## src/rtl/sr_readback_ctrl.sv

```systemverilog
// Readback controller for the configuration shift register: capture, serial sample, parallel present.
// Optional compare against an expected word when SR_READBACK_CMP_EN is defined.
module sr_readback_ctrl #(
    parameter int DATA_WIDTH      = 170,
    parameter int CNT_WIDTH       = 8,
    parameter int SHIFT_DIRECTION = 1
) (
    input  logic                  clk,
    input  logic                  rst,
    input  logic                  start,
    input  logic                  sr_din,
`ifdef SR_READBACK_CMP_EN
    input  logic [DATA_WIDTH-1:0] expected,
    output logic                  mismatch,
`endif
    output logic                  capture_sr,
    output logic                  shift_en,
    output logic                  busy,
    output logic                  valid,
    output logic [DATA_WIDTH-1:0] dout
);

    typedef enum logic [3:0] {
        IDLE    = 4'b0001,
        CAPTURE = 4'b0010,
        SHIFT   = 4'b0100,
        DONE    = 4'b1000
    } state_t;

    localparam logic [CNT_WIDTH-1:0] LAST = CNT_WIDTH'(DATA_WIDTH - 1);

    state_t                state;
    logic [CNT_WIDTH-1:0]  count;
    // Only W-1 bits of history are kept; the bit sampled on the final edge completes the word.
    logic [DATA_WIDTH-2:0] shift_q;
    logic [DATA_WIDTH-1:0] word;
    logic [DATA_WIDTH-2:0] shift_d;

    always_comb begin
        word    = '0;
        shift_d = '0;
        if (SHIFT_DIRECTION != 0) begin
            word    = {shift_q, sr_din};
            shift_d = word[DATA_WIDTH-2:0];
        end else begin
            word    = {sr_din, shift_q};
            shift_d = word[DATA_WIDTH-1:1];
        end
    end

    always_ff @(posedge clk or posedge rst) begin
        if (rst) begin
            state      <= IDLE;
            count      <= '0;
            shift_q    <= '0;
            dout       <= '0;
            capture_sr <= 1'b0;
            shift_en   <= 1'b0;
            busy       <= 1'b0;
            valid      <= 1'b0;
`ifdef SR_READBACK_CMP_EN
            mismatch   <= 1'b0;
`endif
        end else begin
            capture_sr <= 1'b0;
            valid      <= 1'b0;
            unique case (state)
                IDLE: begin
                    if (start) begin
                        state      <= CAPTURE;
                        capture_sr <= 1'b1;
                        busy       <= 1'b1;
                    end
                end
                CAPTURE: begin
                    state    <= SHIFT;
                    count    <= '0;
                    shift_en <= 1'b1;
                end
                SHIFT: begin
                    shift_q <= shift_d;
                    if (count == LAST) begin
                        state    <= DONE;
                        shift_en <= 1'b0;
                        valid    <= 1'b1;
                        dout     <= word;
`ifdef SR_READBACK_CMP_EN
                        mismatch <= (word != expected);
`endif
                    end else begin
                        count <= count + 1'b1;
                    end
                end
                DONE: begin
                    state <= IDLE;
                    busy  <= 1'b0;
                end
                default: begin
                    state    <= IDLE;
                    shift_en <= 1'b0;
                    busy     <= 1'b0;
                end
            endcase
        end
    end

endmodule

```

## config.mk

```make
export PLATFORM = sky130hd
export DESIGN_NAME = sr_readback_ctrl
export DESIGN_NICKNAME = d
export VERILOG_FILES = /design/src/rtl/sr_readback_ctrl.sv
export SDC_FILE = /design/constraint.sdc
export NUM_CORES = 1
export LEC_CHECK = 0
export BUFFER_PORTS_ARGS = -buffer_cell sky130_fd_sc_hd__clkbuf_2
export CELL_PAD_IN_SITES_DETAIL_PLACEMENT = 0
export CELL_PAD_IN_SITES_GLOBAL_PLACEMENT = 1
export CORE_ASPECT_RATIO = 1.5
export CORE_MARGIN = 10
export CORE_UTILIZATION = 45
export DETAILED_ROUTE_END_ITERATION = 8
export PLACE_DENSITY = 0.74
export REMOVE_ABC_BUFFERS = 1
export SLEW_MARGIN = 20
export SYNTH_ARGS = -nofsm -noshare
export SYNTH_HDL_FRONTEND = slang
export SYNTH_SLANG_ARGS = --single-unit
```

## constraint.sdc

```tcl
create_clock -name clk -period 21.1 [get_ports clk]
set_input_delay 4.22 -clock clk [delete_from_list [all_inputs] [get_ports clk]]
set_output_delay 4.22 -clock clk [all_outputs]
set_load 0.01 [all_outputs]
```

==> results.json <==
{
  "status": "complete, no violations",
  "slowest_delay_ns": 0.88,
  "min-delay-path-class": "reg -> reg",
  "io_buffer_count": 177,
  "grtUsageMet1": 0.1889,
  "antenna_found_initial": 0,
  "synth-main-ff-cell": "dfrtp_1",
  "cts_buffers": 35,
  "wl_per_cell_um": 15.91,
  "ant_nets": 0,
  "fin_total_pwr_mw": 1.402,
  "cts_setup_buffers": 0,
  "overflow": 0,
  "slew_violations": 0,
  "place_ws_ns": 15.13,
  "ctsResizeCount": 0,
  "die_x_um": 161.0,
  "cts_num_sinks": 355,
  "worstSkewPairLatency_ns": 0.51,
  "crit_type": "in -> async",
  "reg2reg_from": "state[1]$_DFFE_PP0P_",
  "path_cells": "clkbuf_2 -> inv_8 -> buf_4",
  "io-pin-count": 178,
  "internal_power_mw": 1.080,
  "fmax_mhz": 188.7,
  "critPathLaunchType": "input pin",
  "hold_viol_final": 0,
  "finalSetupTns_ns": 0,
  "synth_top_area_frac": 0.6598,
  "async_reset_ff_frac": 1.000,
  "cap_violations": 0,
  "switching_share": 0.2294,
  "drt-initial-drc-count": 425,
  "endpoint_kind": "asynchronous set/reset pin",
  "cts_buffer_depth": 3,
  "rr_endpoint": "dout[124]$_DFFE_PP0P_",
  "p_per_area_nw_per_um2": 89.00,
  "hold_depth": 1,
  "cts_root_buffer": "clkbuf_16",
  "die_h_um": 231.5,
  "r2r_cells": 5,
  "place_congestion": 0.7265,
  "use_met2": 0.2510,
  "rsz0062_at_grt": "false",
  "syn_area_per_cell_um2": 11.59,
  "tritoncts": "yes",
  "fin_crit_sh": 0.2512,
  "setup_viol": 0,
  "clkSlewWorstSetupHoldPaths_ns": 0.06,
  "ys_seq_area_frac": 0.6618,
  "synth_area_um2": 13430,
  "drt-vias-per-instance": 4.864,
  "hp-start": "dout[61]$_DFFE_PP0P_",
  "post-dp-hpwl_um": 16680,
  "nets": 1326,
  "worstMarginPinSlew_ns": 1.100,
  "hold_end": "dout[61]$_DFFE_PP0P_",
  "reg2reg_slack_ns": 17.52,
  "ys_warn_count": 0,
  "cp_max_fo": 106,
  "grtUsageMet3": 0.03726,
  "pwr-share-comb": 0.047,
  "crit_arrival_ns": 5.79,
  "n_antenna_cell": 0,
  "via_count": 8458,
  "dr.pass1.iters": 4,
  "drc": 0,
  "die-area_um2": 37290,
  "core_area_um2": 29480,
  "seqPwrFrac": 0.502,
  "post-route-min-period_ns": 5.300,
  "setup_ws_ns": 15.80,
  "top_usage_layer": "met2",
  "start_util": 0.4554,
  "p_switching_uw": 321.5,
  "p_clk_frac": 0.451,
  "grt_pass1_wl_um": 46890,
  "clock_skew_ns": 0.01069,
  "cts.htree.levels": 2,
  "area_growth_pct": 17.31,
  "required_ns": 21.59,
  "grt_pass1_vias": 8868,
  "ys_top_cells_by_count": "513 x nand2_1, 354 x dfrtp_1, 89 x mux2_1",
  "synth_edf_count": 0,
  "yosys.area.top_type": "dfrtp_1",
  "hold_buffers": 0,
  "yosysMostFrequentCell": "nand2_1",
  "synthCells": 1158,
  "grt_max_degree": 175,
  "ir_drop_mv": 0.05146,
  "slew_headroom": 0.2665,
  "rows": 77,
  "synth_area_leaders": "dfrtp_1 66%, nand2_1 14%, mux2_1 7.5%, mux2_2 6.8%, clkbuf_1 1.2%",
  "cpMaxStageDelayCell": "buf_4",
  "power_leakage_nw": 8.935,
  "drive_above_1_share": 0.2440,
  "synth_seq_cells": 355,
  "yosysUniqueCellTypes": 34,
  "n_fill_cell": 2708,
  "wirelength_um": 27670,
  "grtUsageTotal": 0.1500
}
-- routing by layer --
metal  wire [um]  share of wire
met2       13720           0.50
met1       12040           0.44
met3        1377          0.050
met4         535          0.019
met5           0              0
-- state kept, by name (all words and copies together), names as in the netlist --
| register | cells |
|---|---|
| valid | 1 |
| shift_en | 1 |
| busy | 1 |
| count | 8 |
| state | 4 |
| shift_q | 169 |
| dout | 170 |
| capture_sr | 1 |
-- critical path: cells and delay by family --
kind / cells / cell delay, ns
buf+inv: 3 / 1.51
-- per-stage QoR --
step             util  hold slack [ns]  cells  instance area (um2)
3_5_place_dp   0.4947           0.4710   1678                14590
5_1_grt        0.5342           0.4995   1739                15750
3_3_place_gp   0.4947           0.4632   1678                14590
4_1_cts        0.5342           0.4874   1739                15750
2_1_floorplan       -           0.4402   1098                13120
6_report       0.5342           0.4837   1739                15750
-- logic make-up (layout without fill, tap and decap cells) --
logic type,after synthesis,after routing,synth area share
AO/OA/AOI/OAI,14,14,0.006804
XOR/XNOR,3,3,0.001957
adder cells (fa/ha/maj),2,2,0.001864
buffers and inverters,66,252,0.02479
flip-flops,355,355,0.6618
multiplexers,171,171,0.1433
AND/OR/NAND/NOR,547,547,0.1595
-- power groups by stage --
stage          clock network, mW  logic [mW]  registers [mW]
4_1_cts                    0.652      0.0687           0.703
5_1_grt                    0.678      0.0754           0.705
3_3_place_gp                   0      0.0670           0.715
3_5_place_dp                   0      0.0683           0.716
2_1_floorplan                  0      0.0436           0.714
6_report                   0.633      0.0656           0.703
-- area by class of cell --
type | instances | area, um2 | share of cell area
Sequential cell | 355 | 8885 | 0.5642
Multi-Input combinational cell | 737 | 4218 | 0.2678
Clock buffer | 48 | 1017 | 0.06459
Timing Repair Buffer | 185 | 958.4 | 0.06086
Tap cell | 395 | 494.2 | 0.03138
Clock inverter | 13 | 146.4 | 0.009295
Inverter | 6 | 30.03 | 0.001907
-- layout by cell type, fill, tap and decap left out, types with 2 or more instances in the layout --
master,count
nand4_1,2
and3_1,3
nor4bb_1,2
nand2_1,513
a21oi_1,2
o21ai_0,6
ha_1,2
nand3_1,11
clkbuf_1,6
mux2_2,81
inv_1,5
clkbuf_2,177
clkinv_2,8
xnor2_1,2
clkbuf_8,5
clkbuf_16,37
dfrtp_1,354
nor3b_1,2
buf_4,7
bufinv_16,3
nor2_1,5
nor3_1,2
mux2_1,89
nand3b_1,2
-- worst max-delay path by stage --
stage | from | depth (start not counted) | endpoint | slack [ns]
2_1_floorplan | state[2]$_DFFE_PP0P_ | 3 | count[6]$_DFFE_PP0P_ | 6.41
3_3_place_gp | rst | 3 | count[4]$_DFFE_PP0P_ | 15.18
3_5_place_dp | rst | 3 | dout[5]$_DFFE_PP0P_ | 15.13
4_1_cts | rst | 3 | dout[12]$_DFFE_PP0P_ | 15.67
5_1_grt | rst | 3 | shift_q[17]$_DFFE_PP0P_ | 15.49
6_report | rst | 3 | shift_q[12]$_DFFE_PP0P_ | 15.80
Note: power is estimated with default switching activity, not from simulation.
